[config.mk]
export PLATFORM = sky130hd
export DESIGN_NAME = seq_wb_sequencer
export DESIGN_NICKNAME = d
export VERILOG_FILES = /design/src/rtl/seq_wb_sequencer.sv
export SDC_FILE = /design/constraint.sdc
export NUM_CORES = 1
export LEC_CHECK = 0
export ABC_AREA = 1
export CORE_MARGIN = 10
export CORE_UTILIZATION = 44
export CTS_CLUSTER_SIZE = 8
export DETAILED_ROUTE_END_ITERATION = 7
export PLACE_DENSITY = 0.76
export SETUP_SLACK_MARGIN = 0.4
export SYNTH_ARGS = -nofsm -noshare
export SYNTH_HDL_FRONTEND = slang
export SYNTH_SLANG_ARGS = --single-unit
[constraint.sdc]
create_clock -name clk -period 4 [get_ports clk]
set_clock_uncertainty 0.15 [all_clocks]
set_input_delay 0.6 -clock clk [delete_from_list [all_inputs] [get_ports clk]]
set_output_delay 0.6 -clock clk [all_outputs]
set_load 0.01 [all_outputs]
[src/rtl/seq_wb_sequencer.sv]
// Writeback sequencer for a Y86-64 style core. One request is accepted at a
// time. Its E and M results are written through a single register-file write
// port over one or two cycles, and retirement is signalled with a one-cycle
// done pulse.
// Optional feature: define SEQ_WB_RETCNT_EN to add the 64-bit retired_cnt
// output, which counts done pulses.
module seq_wb_sequencer #(
    parameter int unsigned W = 64
) (
    input  logic         clk,
    input  logic         rst,
    input  logic         in_valid,
    output logic         in_ready,
    input  logic [3:0]   icode,
    input  logic [3:0]   rA,
    input  logic [3:0]   rB,
    input  logic         cnd,
    input  logic [W-1:0] valE,
    input  logic [W-1:0] valM,
    output logic         rf_we,
    output logic [3:0]   rf_addr,
    output logic [W-1:0] rf_data,
    output logic [3:0]   dstE,
    output logic [3:0]   dstM,
    output logic         done,
    output logic         halted,
`ifdef SEQ_WB_RETCNT_EN
    output logic         instr_err,
    output logic [63:0]  retired_cnt
`else
    output logic         instr_err
`endif
);

    localparam logic [3:0] RegNone = 4'hF;
    localparam logic [3:0] RegRsp  = 4'h4;

    typedef enum logic [2:0] {StIdle, StWrE, StWrM, StRet, StHalt} state_e;

    state_e         state_q;
    logic [W-1:0]   valm_q;
    logic [3:0]     e_dst;
    logic [3:0]     m_dst;

    // Decode destinations from the request inputs; only used on the accept edge.
    always_comb begin
        e_dst = RegNone;
        m_dst = RegNone;
        unique case (icode)
            4'h2:                   e_dst = cnd ? rB : RegNone;
            4'h3, 4'h6:             e_dst = rB;
            4'h8, 4'h9, 4'hA, 4'hB: e_dst = RegRsp;
            default:                e_dst = RegNone;
        endcase
        if (icode == 4'h5 || icode == 4'hB) begin
            m_dst = rA;
        end
    end

    // Sequencer FSM. All outputs are registered; done rides on the last write.
    always_ff @(posedge clk) begin
        if (rst) begin
            state_q   <= StIdle;
            valm_q    <= '0;
            in_ready  <= 1'b1;
            rf_we     <= 1'b0;
            rf_addr   <= 4'h0;
            rf_data   <= '0;
            dstE      <= RegNone;
            dstM      <= RegNone;
            done      <= 1'b0;
            halted    <= 1'b0;
            instr_err <= 1'b0;
        end else begin
            rf_we   <= 1'b0;
            rf_addr <= 4'h0;
            rf_data <= '0;
            done    <= 1'b0;
            unique case (state_q)
                StIdle: begin
                    if (in_valid) begin
                        in_ready <= 1'b0;
                        if (icode == 4'h0 || icode > 4'hB) begin
                            // Halt and illegal codes both stop until reset.
                            state_q   <= StHalt;
                            halted    <= 1'b1;
                            instr_err <= (icode > 4'hB);
                        end else begin
                            valm_q <= valM;
                            dstE   <= e_dst;
                            dstM   <= m_dst;
                            if (e_dst != RegNone) begin
                                state_q <= StWrE;
                                rf_we   <= 1'b1;
                                rf_addr <= e_dst;
                                rf_data <= valE;
                                done    <= (m_dst == RegNone);
                            end else if (m_dst != RegNone) begin
                                state_q <= StWrM;
                                rf_we   <= 1'b1;
                                rf_addr <= m_dst;
                                rf_data <= valM;
                                done    <= 1'b1;
                            end else begin
                                state_q <= StRet;
                                done    <= 1'b1;
                            end
                        end
                    end
                end
                StWrE: begin
                    if (dstM != RegNone) begin
                        // Second write goes last so valM wins when both target %rsp.
                        state_q <= StWrM;
                        rf_we   <= 1'b1;
                        rf_addr <= dstM;
                        rf_data <= valm_q;
                        done    <= 1'b1;
                    end else begin
                        state_q  <= StIdle;
                        in_ready <= 1'b1;
                        dstE     <= RegNone;
                        dstM     <= RegNone;
                    end
                end
                StWrM, StRet: begin
                    state_q  <= StIdle;
                    in_ready <= 1'b1;
                    dstE     <= RegNone;
                    dstM     <= RegNone;
                end
                StHalt: begin
                    state_q <= StHalt;
                end
                default: begin
                    state_q <= StIdle;
                end
            endcase
        end
    end

`ifdef SEQ_WB_RETCNT_EN
    // Count retirements; wraps naturally at all-ones.
    always_ff @(posedge clk) begin
        if (rst) begin
            retired_cnt <= 64'd0;
        end else if (done) begin
            retired_cnt <= retired_cnt + 64'd1;
        end
    end
`endif

endmodule

# --- Word-level counts from Yosys, hierarchy flattened ---
# Cells that the tools add are included.
classes:
  muxes: 41
  n_reduce_logical: 12
  n_bitwise: 1
  eq_ne: 19
  n_lt_le_gt_ge: 1
ops:
  columns: ["cell", "count"]
  rows:
  - ["2-to-1 mux 64 bit", 5]
  - ["case mux 64 bit (2 select lines)", 1]
  - ["2-to-1 mux 4 bit", 12]
  - ["case mux 4 bit (3 select lines)", 3]
  - ["== test 4 bit (second input constant)", 5]
  - ["!= test 4 bit (second input constant)", 3]
  - ["2-to-1 mux 1 bit", 11]
  - ["case mux 3 bit (3 select lines)", 1]
  - ["AND reduction 3 bit", 3]
  - ["== test 4 x 2 -> 1 bit (second input constant)", 2]
  - ["== test 4 x 3 -> 1 bit (second input constant)", 2]
  - ["case mux 4 bit (2 select lines)", 1]
  - ["== test 3 x 2 -> 1 bit (second input constant)", 2]
  - ["2-to-1 mux 3 bit", 2]
  - ["!= test 2 bit (second input constant)", 3]
  - ["greater-than comparator 4 bit (second input constant)", 1]
  - ["logical NOT 4 bit", 1]
  - ["2-to-1 mux 2 bit", 2]
  - ["case mux 1 bit (2 select lines)", 2]
  - ["AND reduction 4 bit", 1]
  - ["OR reduction 2 bit", 2]
  - ["OR reduction 4 bit", 1]
  - ["== test 3 x 1 -> 1 bit (second input constant)", 1]
  - ["== test 3 bit (second input constant)", 1]
  - ["other kinds (5)", 6]
word_totals:
  ff_bits: 148
  output_inout_bits: 81

# --- Longest topological paths before layout ---
# Gate-level depths: netlist (run 1).
depth:
  ltp_word: 9
  mapped_depth: 12

# --- Least setup slack after synthesis (run 1) ---
# OpenSTA, ideal clock, no wires.
synth_timing:
  kind: "input-to-reg"
  start: "input icode[2]"
  end: "register rf_we"
  setup_slack_ps: 1861
  arrival_time_ps: 1856
  cell_stages: 10
  n_path_buf: 2
  t_required_ps: 3718
  cell_sequence: "nor2_2 > nand3_1 > nand2_1 > nand2_1 > o21ai_2 > nand2_1 > buf_4 > buf_6 > o21ai_0 > a21oi_1"
synth_via:
  elab_chain_cells: 9
  elab_cells_between_ends: 23
synth_rtl:
  columns: ["element", "line", "text"]
  rows:
  - ["start, declared", "14", "input logic [3:0] icode,"]
  - ["branches (longest 6 deep; another with == test 4 bit)", null, null]
  - ["2-to-1 mux 1 bit (*)", "83", "if (icode == 4'h0 || icode > 4'hB) begin"]
  - ["2-to-1 mux 1 bit (*)", "81", "if (in_valid) begin"]
  - ["case mux 1 bit (2 select lines) (*)", "79", "unique case (state_q)"]
  - ["end signal, assigned", "75", "rf_we <= 1'b0;"]
  - ["end signal, assigned", "94", "rf_we <= 1'b1;"]
  - ["end signal, assigned", "100", "rf_we <= 1'b1;"]
  - ["end, declared", "20", "output logic rf_we,"]
# Mark *: on every way between the ends.
# A chain may end at the register's enable or synchronous reset.

# --- Worst setup path after layout (run 1) ---
layout_timing:
  start: "input icode[3]"
  end: "register rf_data[28]"
layout_via:
  elab_chain_cells: 9
  elab_cells_between_ends: 23
layout_rtl:
  columns: ["element", "line", "text"]
  rows:
  - ["branches (longest 6 deep; another with 2-to-1 mux 64 bit)", null, null]
  - ["2-to-1 mux 64 bit (*)", "83", null]
  - ["2-to-1 mux 64 bit (*)", "81", null]
  - ["case mux 64 bit (2 select lines) (*)", "79", null]
  - ["end signal, assigned", "96", "rf_data <= valE;"]
  - ["end signal, assigned", "102", "rf_data <= valM;"]
  - ["end signal, assigned", "117", "rf_data <= valm_q;"]
  - ["end, declared", "22", "output logic [W-1:0] rf_data,"]
# Marks and branches as above.

==> results of run 1 <==
-- per-stage QoR --
stage                     utilization [%]  setup slack (ps)  hold WS, ps
after floorplan                         -              1860          296
after detailed placement             60.9               806          295
after global placement               60.9               903          290
after global routing                 65.3               933          332
after CTS                            65.2              1190          308
final                                65.3              1160          306
-- how the worst max path moves through the flow --
stage	start	endpoint	slack, ps
floorplan	icode[2]	rf_we	1860
global placement	icode[3]	rf_data[28]	900
detailed placement	icode[3]	rf_data[25]	810
CTS	icode[3]	rf_data[37]	1190
global route	icode[3]	rf_data[37]	930
finish	icode[3]	rf_data[28]	1160
-- worst min-delay path: stages (launching register included) --
cell     delay [ps]
dfxtp_1         310
inv_1            50
a21oi_1          50
-- power breakdown --
part	leakage (nW)	switching (mW)	total, mW	internal, mW
registers	1.21	0.0633	1.68	1.61
logic	2.45	0.500	0.906	0.406
clock network	0.310	0.603	1.71	1.11
total	3.98	1.17	4.30	3.13
-- per-layer routing --
layer  part of all wire (%)  vias up  routed length (µm)
li1                       -     3556                   -
met1                     39     3189                8680
met2                     49      269               10900
met3                    9.7       33                2160
met4                    2.3        2                 505
met5                  0.090        -                  20
-- area by class of cell --
class	instances	area, µm²	share of cell area (%)
Antenna cell	1	2.50	0.0262
Clock buffer	24	492	5.15
Clock inverter	8	146	1.53
Inverter	87	329	3.44
Multi-Input combinational cell	693	3040	31.8
Sequential cell	148	2960	31.0
Tap cell	184	230	2.41
Timing Repair Buffer	235	2360	24.7
-- cell families (layout without fill, tap and decap cells) --
family	after synthesis	after routing
flops	148	148
buf+inv	160	354
simple gates	539	539
compound gates	154	154
other cells	0	1
-- layout by cell type (no fill, tap or decap) --
cell type,count
nor3_1,4
diode_2,1
buf_2,1
o21ai_2,1
clkdlybuf4s50_1,223
inv_4,1
clkinvlp_4,1
a21oi_1,76
nand3_1,143
nand4_1,6
inv_2,2
buf_12,3
o21ai_0,75
buf_4,8
nor2_2,2
nand3_2,1
clkbuf_8,4
nand2_1,241
inv_1,84
nor2_1,140
clkbuf_1,3
clkinv_2,2
clkbuf_16,17
nand2_2,2
clkinv_4,1
dfxtp_1,148
bufinv_16,4
o21ai_4,2
-- sequential cells by signal, indices dropped and copies added, names as in the netlist --
| name | flops |
|---|---|
| in_ready | 1 |
| instr_err | 1 |
| valm_q | 64 |
| dstM | 4 |
| done | 1 |
| state_q | 3 |
| rf_addr | 4 |
| rf_data | 64 |
| dstE | 4 |
| halted | 1 |
| rf_we | 1 |
==> impl_metrics.py, run 1 <==
metrics = {
    "synth": {
        "synthMuxAreaShare_pct": 0,
        "syn_avg_cell_area_um2": 6.61,
        "ys_top_cells_by_count": "nand2_1 (243), dfxtp_1 (148), nand3_1 (144)",
        "synth-simple-area-share_pct": 33.7,
        "ys_seq_area_share_pct": 44.8,
        "synth_adder_area_share_pct": 0,
        "synth-xor-area-share_pct": 0,
        "synth_async_sr_flop_share_pct": 0,
        "synth_edf_count": 0,
        "synth_top_family_by_area": "simple AND/OR/NAND/NOR gates",
        "synthFlopType": "dfxtp_1",
        "synth.distinct_cells": 17,
        "yosys-top-cells-area": "dfxtp_1 (45%), nand2_1 (14%), nand3_1 (11%)",
        "syn_area_um2": 6620,
        "syn-instance-count": 1001,
        "yosys.area.top_type": "dfxtp_1",
        "ys_ff_latch": 148,
        "synth.most_common_cell": "nand2_1",
        "synth_compound_area_share_pct": 11.8,
        "synth_nets": 1145,
        "yosys_warnings": 0,
        "synth_top_area_share_pct": 44.8,
    },
    "worst_setup_path": {
        "cpMaxStageDelayCell": "clkdlybuf4s50_1",
        "worstRegToRegCells": 8,
        "crit_chain": "clkdlybuf4s50_1 > inv_1 > nor2_1 > nand2_1 > o21ai_2 > o21ai_0 > nand2_2 > buf_4 > nand2_1 > nand3_1 > nand3_1 > a21oi_1",
        "critical_path_required_ps": 4190,
        "critical_path.top_delay_family": "simple AND/OR/NAND/NOR gates",
        "crit_cells": 12,
        "r2r_end": "rf_data[0]",
        "regToRegSetupSlack_ps": 1810,
        "critPathMaxFanout": 26,
        "start_kind": "primary input",
        "critPathKind": "in2reg",
        "r2r_start": "state_q[0]",
        "cp.arrival_ps": 3030,
        "crit_buf_inv": 3,
        "max_stage_delay_ps": 530,
        "cp-end-kind": "flop",
    },
    "routing": {
        "viasPerCell": 5.11,
        "ant_nets": 0,
        "wl_per_cell_um": 16.2,
        "via_count": 7049,
        "drtIter0Drc": 599,
        "first_pass_iters": 5,
        "drc": 0,
        "wl_um": 22300,
    },
    "sta": {
        "slew_violations": 0,
        "finalSetupTns_ps": 0,
        "setup_violations": 0,
        "final_hold_viol_count": 0,
        "fmax_ghz": 0.352,
        "min_period_over_period_pct": 71.0,
        "tightestPinTransition_ps": 1220,
        "slew_headroom_pct": 18.8,
        "rsz0062_at_grt": "false",
        "period_needed_ps": 2840,
    },
    "cts": {
        "cts_resized": 0,
        "cts-root-buf": "clkbuf_16",
        "cts_hold_buf": 0,
        "cts_tree": "yes",
        "clkLatencyLatePin_ps": 420,
        "clk_pin_slew_ps": 60,
        "cts_setup_buffers": 0,
        "cts_max_level": 4,
        "cts_buffer_depth": 2,
        "cts_buffers": 17,
        "clock_sinks": 148,
    },
    "hold_path": {
        "min_from": "halted",
        "min_to": "halted",
        "hold_depth": 2,
        "hold_class": "reg2reg",
    },
    "cells_and_area": {
        "fin_nets": 1326,
        "drive_gt1_share_pct": 4.35,
        "fillers": 1330,
        "syn_to_final_growth_pct": 44.4,
        "final_cells": 1380,
        "final_area_um2": 9560,
    },
    "pwr": {
        "power_density_nw_per_um2": 450,
        "irDropWorstVdd_mv": 0.314,
        "p_total_mw": 4.30,
        "power_leakage_nw": 3.98,
    },
    "placed_design": {
        "placedCellCount": 1347,
        "gp_congestion": 0.853,
        "dpl-instance-area_um2": 8910,
        "dpl.hpwl_um": 14200,
        "port_buffers": 224,
    },
    "floorplanning": {
        "initial_core_util_pct": 45.2,
        "core_um2": 14600,
        "ios": 225,
        "rows": 44,
        "design.die.area_um2": 20300,
        "die_w_um": 143,
        "die_h_um": 143,
    },
    "global_routing": {
        "grt_antenna_before_repair": 2,
        "grtUsageMet1_pct": 23.4,
        "met2_usage_pct": 37.3,
        "grt_pass1_vias": 7016,
        "track_usage_pct": 21.5,
        "grt_use_met3_pct": 8.09,
        "overflow": 0,
        "grt_first_pass_wirelength_um": 35400,
        "grt_max_degree": 131,
        "busiest_layer": "met2",
    },
    "run_status": {
        "status": "finished, final reports clean",
    },
    "flow_run": {
        "max_cap_violations": 0,
    },
}
(Power assumes the default switching activity.)
==> run 2, diff against run 1 <==
Settings changed: CORE_UTILIZATION 44 to 41, PLACE_DENSITY 0.76 to 0.74.
Clock period 4 ns to 2.43 ns, I/O delays scaled along.
==> run 2 against run 1 <==
Compared with the run above: global-route usage decreased by 0.31 points; non-clock buffer count increased by 29; die area increased by 6.3%; register-to-register slack got worse by 1200 ps; combinational power increased by 89%; flip-flop and latch count unchanged; clock power increased by 72%; sequential power increased by 64%; routed wire length increased by 5.8%; highest routed layer is now met4.
==> impl_metrics.py, run 2 (synthesis gave the netlist of run 1 again) <==
metrics = {
    "run_status": {
        "status": "finished, final reports clean",
    },
    "floorplanning": {
        "ios": 225,
        "die_w_um": 147,
        "rows": 46,
        "design.die.area_um2": 21600,
        "core_um2": 15800,
        "initial_core_util_pct": 41.8,
        "die_h_um": 147,
    },
    "worst_setup_path": {
        "critical_path_required_ps": 2540,
        "crit_buf_inv": 5,
        "critical_path.top_delay_family": "buffers and inverters",
        "crit_chain": "dlygate4sd2_1 > inv_1 > nor2_4 > nand3_2 > nand2_1 > nand2_2 > o21ai_4 > buf_6 > buf_6 > bufbuf_16 > nand3_1 > nand3_1 > a21oi_1",
        "critPathKind": "in2reg",
        "critPathMaxFanout": 6,
        "regToRegSetupSlack_ps": 570,
        "start_kind": "primary input",
        "cp-end-kind": "flop",
        "cp.arrival_ps": 2040,
        "cpMaxStageDelayCell": "bufbuf_16",
        "max_stage_delay_ps": 270,
    },
    "cells_and_area": {
        "mostFrequentLayoutCells": "nand2_1 (237), clkdlybuf4s50_1 (219), dfxtp_1 (148)",
        "fin_nets": 1355,
        "syn_to_final_growth_pct": 53.5,
        "final_area_um2": 10200,
        "final_common_cell": "nand2_1",
        "drive_gt1_share_pct": 7.60,
        "reg_top3": "rf_data (64), valm_q (64)",
        "final_cells": 1442,
    },
    "global_routing": {
        "track_usage_pct": 21.2,
        "grt_pass1_vias": 6954,
        "grt_first_pass_wirelength_um": 37300,
        "grt_antenna_before_repair": 2,
        "grtUsageMet1_pct": 25.6,
        "overflow": 0,
        "grt_use_met3_pct": 6.79,
        "met2_usage_pct": 34.9,
        "busiest_layer": "met2",
        "grt_max_degree": 77,
    },
    "routing": {
        "first_pass_iters": 5,
        "drtIter0Drc": 697,
        "viasPerCell": 5.05,
        "ant_nets": 0,
        "via_count": 7284,
        "wl_um": 23600,
        "wl_per_cell_um": 16.4,
        "drc": 0,
    },
    "cts": {
        "clkLatencyLatePin_ps": 420,
        "cts_buffers": 17,
        "cts-root-buf": "clkbuf_16",
        "cts_max_level": 4,
        "clk_pin_slew_ps": 60,
        "cts_buffer_depth": 2,
        "clock_sinks": 148,
        "cts_tree": "yes",
    },
    "sta": {
        "slew_violations": 0,
        "rsz0062_at_grt": "false",
        "tightestPinTransition_ps": 946,
        "fmax_ghz": 0.518,
        "setup_violations": 0,
        "period_needed_ps": 1930,
        "final_hold_viol_count": 0,
        "finalSetupTns_ps": 0,
        "min_period_over_period_pct": 79.4,
        "slew_headroom_pct": 36.9,
    },
    "pwr": {
        "irDropWorstVdd_mv": 0.656,
        "power_density_nw_per_um2": 729,
        "power_leakage_nw": 4.26,
    },
    "placed_design": {
        "placedCellCount": 1393,
        "gp_congestion": 0.886,
        "dpl-instance-area_um2": 9160,
        "dpl.hpwl_um": 14800,
        "port_buffers": 224,
    },
    "flow_run": {
        "max_cap_violations": 0,
    },
    "hold_path": {
        "hold_class": "in2reg",
    },
}
run 2: changes by cell type in the layout (fill, tap and decap cells not counted), moves of 3 or more:
cell             delta
buf_12             +10
buf_16              +4
buf_4               +5
buf_6               +6
clkbuf_2            +3
clkdlybuf4s50_1     -4
nand2_1             -4
nand2_2             +3
run 2: final cells by class:
class                      instances  area [µm²]
fill                            1400        5670
multi-input combinational        693        3070
sequential                       148        2960
timing repair buffer             264        2850
clock buffer                      23         488
inverter                          87         332
tap                              216         270
clock inverter                     9         173
antenna                            2        5.00
run 2: per-layer routing:
metal  wire length, µm  share of wire, %
met1              9390                40
met2             11600                49
met3              2200               9.3
met4               429               1.8
met5                 0                 0
run 2: worst register-to-register path, stage by stage (launching register included):
cell and delay [ps]:
dfxtp_1 420, nand4_1 110, nand2_1 210, inv_4 150, nor3_1 180, inv_1 80, nor2_1 120, inv_1 160
nand2_1 100, nand3_1 60
run 2: path summary, 6_finish.rpt:
| check | start | cells after the start | to |
|---|---|---|---|
| setup / recovery | icode[1] | 13 | rf_data[53] |
| hold / removal | icode[3] | 5 | instr_err |
| setup reg to reg | dstM[0] | 9 | dstE[1] |
| hold reg to reg | halted | 2 | halted |
run 2: through the flow:
step	worst slack, ps	utilization [%]	hold WS (ps)	power [mW]
final	501	64.2	255	7.40
after floorplan	527	-	296	3.61
after CTS	488	64.0	300	7.43
after global placement	-118	57.9	290	4.35
after global routing	398	64.2	299	7.74
after detailed placement	-142	57.9	291	4.37
run 2: power breakdown:
group	switching [mW]	total (mW)	internal, mW
Clock	1.01	2.94	1.93
Sequential	0.103	2.76	2.65
Combinational	0.886	1.71	0.823
Total	2.00	7.40	5.41
run 2: what timing repair did:
item / in CTS / in global routing
gates cloned: 6 / 0
hold buffers: 0 / 0
gates resized for setup: 29 / 13
setup buffers: 8 / 1
pin swaps: 8 / 4
setup endpoints to repair: 69 / 50
hold endpoints to repair: 0 / 0
